<file path="config.mk">
export PLATFORM = sky130hd
export DESIGN_NAME = mult_ctrl
export DESIGN_NICKNAME = d
export VERILOG_FILES = /design/src/rtl/mult_ctrl.sv
export SDC_FILE = /design/constraint.sdc
export NUM_CORES = 1
export LEC_CHECK = 0
export BUFFER_PORTS_ARGS = -buffer_cell sky130_fd_sc_hd__buf_2
export CAP_MARGIN = 20
export CORE_MARGIN = 2
export CORE_UTILIZATION = 56
export CTS_BUF_LIST = sky130_fd_sc_hd__clkbuf_4 sky130_fd_sc_hd__clkbuf_8
export DETAILED_ROUTE_END_ITERATION = 8
export PLACE_DENSITY = 0.8
export SLEW_MARGIN = 20
export SYNTH_ARGS = -nofsm -noshare
export SYNTH_HDL_FRONTEND = slang
export SYNTH_SLANG_ARGS = --single-unit
</file>
<file path="constraint.sdc">
create_clock -name clk -period 8.7 [get_ports clk]
set_input_delay 0.87 -clock clk [delete_from_list [all_inputs] [get_ports clk]]
set_output_delay 0.87 -clock clk [all_outputs]
set_load 0.02 [all_outputs]
</file>
<file path="src/rtl/mult_ctrl.sv">
// ----------------------------------------------------------------------------
// mult_ctrl
//   Sequencer between the EX stage and the iterative Booth multiplier for
//   MULT/MULTU. It accepts one request, stalls the front of the pipeline,
//   drives the multiplier, applies the unsigned correction for MULTU and
//   commits the 64-bit product into the HI/LO registers it owns. MTHI/MTLO
//   writes land here too, and HI/LO are exposed for MFHI/MFLO.
//
//   Optional feature macro: MULT_TIMEOUT_EN
//     defined   -> BUSY watchdog; after TIMEOUT_CYCLES BUSY cycles without
//                  booth_done the op is abandoned and mult_err sets (sticky).
//     undefined -> BUSY waits forever, mult_err is tied to 0.
//
//   Ports
//     clk, rst             clock, synchronous active-high reset
//     ex_mult_req          EX holds a MULT/MULTU
//     ex_mult_signed       1 = MULT, 0 = MULTU
//     ex_op1, ex_op2       rs / rt operands
//     flush                cancel any operation (exception / eret)
//     hilo_we, hilo_wdata  MTHI (bit1) / MTLO (bit0) write from WB
//     booth_start/op1/op2  multiplier start and operands
//     booth_done/result    multiplier completion and signed 64-bit product
//     stall_req            hold PC/IF/ID/EX
//     busy                 FSM not idle
//     hi_o, lo_o           HI / LO registers
//     mult_err             sticky watchdog error
// ----------------------------------------------------------------------------
module mult_ctrl #(
    parameter int TIMEOUT_CYCLES = 64,
    parameter int CNT_W          = 7
) (
    input  logic        clk,
    input  logic        rst,
    input  logic        ex_mult_req,
    input  logic        ex_mult_signed,
    input  logic [31:0] ex_op1,
    input  logic [31:0] ex_op2,
    input  logic        flush,
    input  logic [1:0]  hilo_we,
    input  logic [31:0] hilo_wdata,
    output logic        booth_start,
    output logic [31:0] booth_op1,
    output logic [31:0] booth_op2,
    input  logic        booth_done,
    input  logic [63:0] booth_result,
    output logic        stall_req,
    output logic        busy,
    output logic [31:0] hi_o,
    output logic [31:0] lo_o,
    output logic        mult_err
);

    typedef enum logic [1:0] {
        IDLE = 2'd0,
        BUSY = 2'd1,
        FIX  = 2'd2,
        DONE = 2'd3
    } state_t;

    state_t      state;
    logic [31:0] op1_q;
    logic [31:0] op2_q;
    logic        signed_q;
    logic [63:0] prod_q;
    logic [31:0] hi_q;
    logic [31:0] lo_q;

    logic        accept;
    logic [31:0] corr;
    logic [31:0] fix_hi;

`ifdef MULT_TIMEOUT_EN
    localparam logic [CNT_W-1:0] WD_LAST = CNT_W'(TIMEOUT_CYCLES - 1);
    logic [CNT_W-1:0] wd_cnt;
    logic             err_q;
`endif

    // The request is taken in the same cycle it shows up, so the stall has
    // to be raised combinationally from the request itself.
    assign accept = (state == IDLE) && ex_mult_req && !flush && !rst;

    // flush and rst kill stall/start immediately, not one cycle later.
    assign stall_req   = !rst && !flush && (accept || state == BUSY || state == FIX);
    assign booth_start = !rst && !flush && (state == BUSY);

    // Operands come straight from the latched copies, so they stay put for
    // the whole BUSY window regardless of what EX does.
    assign booth_op1 = op1_q;
    assign booth_op2 = op2_q;
    assign busy      = (state != IDLE);
    assign hi_o      = hi_q;
    assign lo_o      = lo_q;

    // The multiplier always treats its operands as signed. For MULTU each
    // operand with bit 31 set was read as (x - 2^32); adding the other
    // operand into HI undoes that. The 2^64 cross term drops out mod 2^64.
    always_comb begin
        corr = '0;
        if (!signed_q) begin
            if (op1_q[31]) corr = corr + op2_q;
            if (op2_q[31]) corr = corr + op1_q;
        end
    end

    assign fix_hi = prod_q[63:32] + corr;

    always_ff @(posedge clk) begin
        if (rst) begin
            state    <= IDLE;
            op1_q    <= '0;
            op2_q    <= '0;
            signed_q <= 1'b0;
            prod_q   <= '0;
            hi_q     <= '0;
            lo_q     <= '0;
`ifdef MULT_TIMEOUT_EN
            wd_cnt   <= '0;
            err_q    <= 1'b0;
`endif
        end else begin
            // MTHI/MTLO land in any state. The FIX commit below is written
            // later in this block, so it overrides a same-cycle MTHI/MTLO:
            // the MULT is younger in program order.
            if (hilo_we[1]) hi_q <= hilo_wdata;
            if (hilo_we[0]) lo_q <= hilo_wdata;

            if (flush) begin
                // Abandon whatever is in flight; a late booth result is
                // simply never captured and HI/LO are left alone.
                state <= IDLE;
            end else begin
                unique case (state)
                    IDLE: begin
                        if (ex_mult_req) begin
                            op1_q    <= ex_op1;
                            op2_q    <= ex_op2;
                            signed_q <= ex_mult_signed;
`ifdef MULT_TIMEOUT_EN
                            wd_cnt   <= '0;
`endif
                            state    <= BUSY;
                        end
                    end
                    BUSY: begin
                        if (booth_done) begin
                            prod_q <= booth_result;
                            state  <= FIX;
                        end
`ifdef MULT_TIMEOUT_EN
                        else if (wd_cnt == WD_LAST) begin
                            // Give up: release the pipeline without touching HI/LO.
                            err_q <= 1'b1;
                            state <= DONE;
                        end else begin
                            wd_cnt <= wd_cnt + 1'b1;
                        end
`endif
                    end
                    FIX: begin
                        hi_q  <= fix_hi;
                        lo_q  <= prod_q[31:0];
                        state <= DONE;
                    end
                    DONE: begin
                        // The MULT is still sitting in EX this cycle, so its
                        // request is ignored to avoid re-issuing it.
                        state <= IDLE;
                    end
                    default: state <= IDLE;
                endcase
            end
        end
    end

`ifdef MULT_TIMEOUT_EN
    assign mult_err = err_q;
`else
    assign mult_err = 1'b0;
    // Watchdog sizing only matters when the watchdog is built in.
    logic unused_cfg;
    assign unused_cfg = (TIMEOUT_CYCLES > CNT_W);
`endif

endmodule
</file>
; ---- Word-level counts from Yosys, hierarchy flattened
; Index checks and enable logic that the tools add are counted.
[word_totals]
regBits = 195
latchBits = 0
mem_bits_rw = 0
romBits = 0
inputBits = 168
elab_cells = 44
n_memories = 0
[op_classes]
addsub = 2
n_mul = 0
div = 0
magnitude_cmp = 0
eq_ne = 5
n_shift = 0
mux = 13
bitwise_logic = 1
n_reduce_logical = 16
[op_table]
columns = cell, n
row1 = 2-to-1 mux 32 bit, 10
row2 = adder 32 bit, 2
row3 = one-hot mux 2 bit (4 select lines), 1
row4 = logical AND 1 bit, 6
row5 = AND reduction 3 bit, 2
row6 = == test 2 bit (second input constant), 2
row7 = 2-to-1 mux 2 bit, 2
row8 = inequality test 2 bit (second input constant), 2
row9 = == test 2 x 1 -> 1 bit (second input constant), 1
row10 = logical NOT 1 bit, 2
row11 = logical NOT 2 bit, 1
row12 = logical OR 1 bit, 2
row13 = AND reduction 2 bit, 1
row14 = nonzero test 2 bit, 1
row15 = OR reduction 2 bit, 1
row16 = inverter 1 bit, 1

; ---- Logic depth before layout (Yosys ltp)
[depth]
depth_word = 8
mapped_depth = 29
ltp_nobuf = 22

; ---- Worst setup path before layout
; No wires, ideal clock.
[synth_timing]
path_type = reg-to-reg
from = register op1_q[31], in the netlist booth_op1[31]
to = register hi_q[27], in the netlist hi_o[27]
setup_ns = 0.116
arrival_ns = 6.652
slack_ns = 1.932
stages_incl_launch_ff = 30
synth_period_minus_slack_ns = 6.768
cell_sequence = dfxtp_1 buf_2 buf_4 buf_2 clkbuf_1 clkbuf_1 clkbuf_1 clkbuf_1 and2_1 ha_1 fa_1 a21oi_1 or3b_1 a21oi_1 o211ai_1 a31oi_1 a2111oi_0 o31ai_1 xnor2_1 o21ai_1 ha_1 clkbuf_1 a21o_1 a31oi_1 o21ai_0 a2111oi_0 a211oi_1 or2_2 a2111o_1 o211a_1
[synth_between]
elab_chain_cells = 8
[synth_rtl]
columns = item, line
row1 = "start, declared", 61  ; logic [31:0] op1_q;
row2 = "start signal, assigned", 135  ; op1_q <= ex_op1;
row3 = 2-to-1 mux 32 bit *, 100  ; if (op1_q[31]) corr = corr + op2_q;
row4 = 2-to-1 mux 32 bit *, 99  ; if (!signed_q) begin
row5 = adder 32 bit, 101  ; if (op2_q[31]) corr = corr + op1_q;
row6 = 2-to-1 mux 32 bit *, 101
row7 = 2-to-1 mux 32 bit *, 99
row8 = adder 32 bit *, 105  ; assign fix_hi = prod_q[63:32] + corr;
row9 = 2-to-1 mux 32 bit *, 132  ; unique case (state)
row10 = 2-to-1 mux 32 bit *, 127  ; if (flush) begin
row11 = "end signal, assigned", 124  ; if (hilo_we[1]) hi_q <= hilo_wdata;
row12 = "end signal, assigned", 160  ; hi_q <= fix_hi;
row13 = "end, declared", 65  ; logic [31:0] hi_q;
; Every way passes the cells marked *; elsewhere a longest branch is shown, timed or not. The select of a mux whose other input is x is not followed.
; A chain may end at the register's enable or synchronous reset.

; ---- Worst setup path in the final report
; Same ends and word-level chain as after synthesis.

==> flow_metrics.tcl <==
set metrics [dict create \
    cts-hold-fix-buffers 0 \
    vias 12100 \
    status "complete, no violations" \
    arrival_ns 6.63 \
    worstReg2RegEnd "hi_o[27]" \
    drtIter0Drc 952 \
    post-route-period-util_pct 71.8 \
    critical_path_required_ns 9.08 \
    path_class "reg -> reg" \
    grt_max_degree 111 \
    worstMarginPinSlew_ns 1.02 \
    io_buffers 298 \
    layout_commonest_cell "nand2_1" \
    fin_crit_ns 6.25 \
    multi_input_area_sq_um 7420 \
    ys_seq_area_share_pct 32.8 \
    seqCellArea_sq_um 3910 \
    postSynthAreaPerCell_sq_um 7.52 \
    clk_pin_slew_worst_paths_ns 0.11 \
    post-cts-setup-buffer-count 0 \
    max_slew_margin_pct 32.2 \
    pre_cts_slack_ns 2.56 \
    hold_depth 2 \
    synth.cell_area_sq_um 11900 \
    setup_viol 0 \
    fmax_mhz 160 \
    ys_ff_latch 195 \
    hold_start "prod_q[31]" \
    nNetsFinal 2006 \
    critPathMaxFanout 84 \
    power_leakage_nw 5.99 \
    fillCellCount 1909 \
    coreArea_sq_um 21000 \
    cts_tree "done" \
    cts.path.max_buffers 2 \
    h-tree-depth 4 \
    gp_congestion 0.960 \
    final_area_sq_um 13700 \
    r2r_slack_ns 2.45 \
    yosys_warnings 0 \
    async_flop_share_pct 0 \
    worstSetupEndpointType "flop" \
    path_cells "buf_4, and2_1, fa_1, a21oi_1, or3b_1, a21oi_1, o211ai_1, a31oi_1, nor2_1, a2111oi_0, nor2_1, a41oi_1, ha_1, a21oi_1, o21ai_0, a31oi_1, o21ai_0, a2111oi_0, a211oi_1, or2_2, a2111o_1, o211a_1" \
    skew_ns 0.0153 \
    power_density_nw_per_um2 135 \
    r2r_cells 22 \
    min_path_type "reg -> reg" \
    final.setup.tns_ns 0 \
    drc 0 \
    layout_common_cells "340 x nand2_1, 297 x buf_2, 208 x a21oi_1" \
    dr.pass1.iters 5 \
    synth_top_flop_cell "dfxtp_1" \
    dieHeight_um 150 \
    drv_cap 0 \
    worst_path_max_delay_cell "buf_4" \
    max-vdd-ir-drop_v 0.0000955 \
    ios 300 \
    numClockSinks 195 \
    cp-start-kind "flop" \
    slowest_delay_ns 0.56 \
    grt_pass1_vias 10600 \
    syn2layout_area_growth_pct 15.5 \
    insertion_delay_ns 0.48 \
    start_util_pct 56.8 \
    placed_area_sq_um 13400 \
    worst_slack_ns 2.45 \
    wire_per_inst_um 16.5 \
    die_w_um 150 \
    wl_um 34300 \
    rows 53 \
    ctsResizeCount 0 \
    slew_violations 0 \
    rr_startpoint "booth_op1[31]" \
    grt.total_usage_pct 29.5 \
    min_to "prod_q[31]" \
    overflow 0 \
    cts_made_buffers 17 \
    post_drt_via_cell_ratio 5.81 \
    synth_edf_count 0 \
    antenna_found_initial 1 \
    hold_viol 0 \
    antenna_left 0 \
    grt_pass1_wl_um 54000 \
    clock-root-buffer "clkbuf_8" \
    yosys.cell_types.count 82 \
    post-dp-hpwl_um 24900 \
    die_area_sq_um 22400 \
    synth_nets 1801 \
    drive_above_1_share_pct 20.2 \
    rsz0062_at_grt "false" \
    synthCells 1581 \
    cp_common_cell "a21oi_1" \
]
==> cells by family after synthesis <==
family | Yosys count | share of synthesized area (%)
compound gates | 482 | 25.8
xor+xnor | 60 | 4.42
fa+ha+maj | 56 | 5.93
buf+inv | 154 | 5.03
flops | 195 | 32.8
mux | 55 | 4.63
other cells | 1 | 0.0315
simple gates | 578 | 21.4
==> cell usage after synthesis (5+ instances only) <==
master	count	area, sq um
nand2_1	340	1280
a21oi_1	208	1040
dfxtp_1	195	3900
clkbuf_1	95	357
nor2_1	95	357
a211oi_1	65	488
o21ai_0	63	315
mux2i_1	55	551
ha_1	50	626
xnor2_1	45	394
inv_1	34	128
a21o_1	26	195
and2_1	24	150
buf_1	18	67.6
nand3_1	18	90.1
nor3_1	18	90.1
nand2b_1	17	106
xor2_1	15	131
nor2b_1	14	87.6
and3_1	11	68.8
a31oi_1	10	62.6
o211ai_1	10	75.1
o21bai_1	8	60.1
a2111oi_0	7	61.3
a22oi_1	6	45.0
o31ai_1	6	45.0
or3_1	6	37.5
a211o_1	5	43.8
nand3b_1	5	37.5
==> stage by stage <==
step | instances | total power [mW] | utilization, % | hold WS, ns
4_1_cts | 2074 | 1.86 | 65.5 | 0.461
2_1_floorplan | 1581 | 1.17 | - | 0.437
5_1_grt | 2075 | 1.94 | 65.6 | 0.479
6_report | 2075 | 1.86 | 65.6 | 0.461
3_3_place_gp | 2042 | 1.28 | 63.7 | 0.442
3_5_place_dp | 2042 | 1.29 | 63.7 | 0.447
==> sequential cells by signal (all words and copies together) (netlist names) <==
name	flops
hi_o	32
signed_q	1
lo_o	32
state	2
prod_q	64
booth_op1	32
booth_op2	32
==> worst max-delay path by stage <==
stage,from,slack [ns],endpoint
6_report,booth_op1[31],2.45,hi_o[27]
4_1_cts,booth_op1[31],2.52,hi_o[27]
2_1_floorplan,booth_op1[31],1.93,hi_o[27]
3_3_place_gp,booth_op1[31],2.64,hi_o[27]
5_1_grt,booth_op1[31],2.05,hi_o[27]
3_5_place_dp,booth_op1[31],2.56,hi_o[27]
==> power breakdown <==
part / internal, mW / leakage [nW] / switching, mW / total, mW
clock network: 0.216 / 0.191 / 0.367 / 0.584
logic: 0.114 / 4.21 / 0.180 / 0.294
registers: 0.932 / 1.59 / 0.0455 / 0.977
==> critical path: cells and delay by family (launching register included) <==
kind / cells / cell delay [ns]
and+or+nand+nor: 5 / 1.22
AOI/OAI and AO/OA: 14 / 3.40
DFF: 1 / 0.34
adders and majority gates: 2 / 0.60
buffers and inverters: 1 / 0.56
==> cell type report <==
type / instances / share of cell area [%]
timing repair buffer: 306 / 11.3
clock buffer: 18 / 1.76
tap: 275 / 2.50
antenna: 1 / 0.0182
multi-input combinational: 1232 / 54.0
sequential: 195 / 28.4
inverter: 34 / 0.929
clock inverter: 14 / 1.03
==> routing by layer <==
metal,share of wire (%),global-route usage [%]
met5,0,0
met4,2.1,8.58
met3,7.9,4.88
met2,45,46.9
met1,45,41.4
Note: power is estimated with default switching activity, not from simulation.
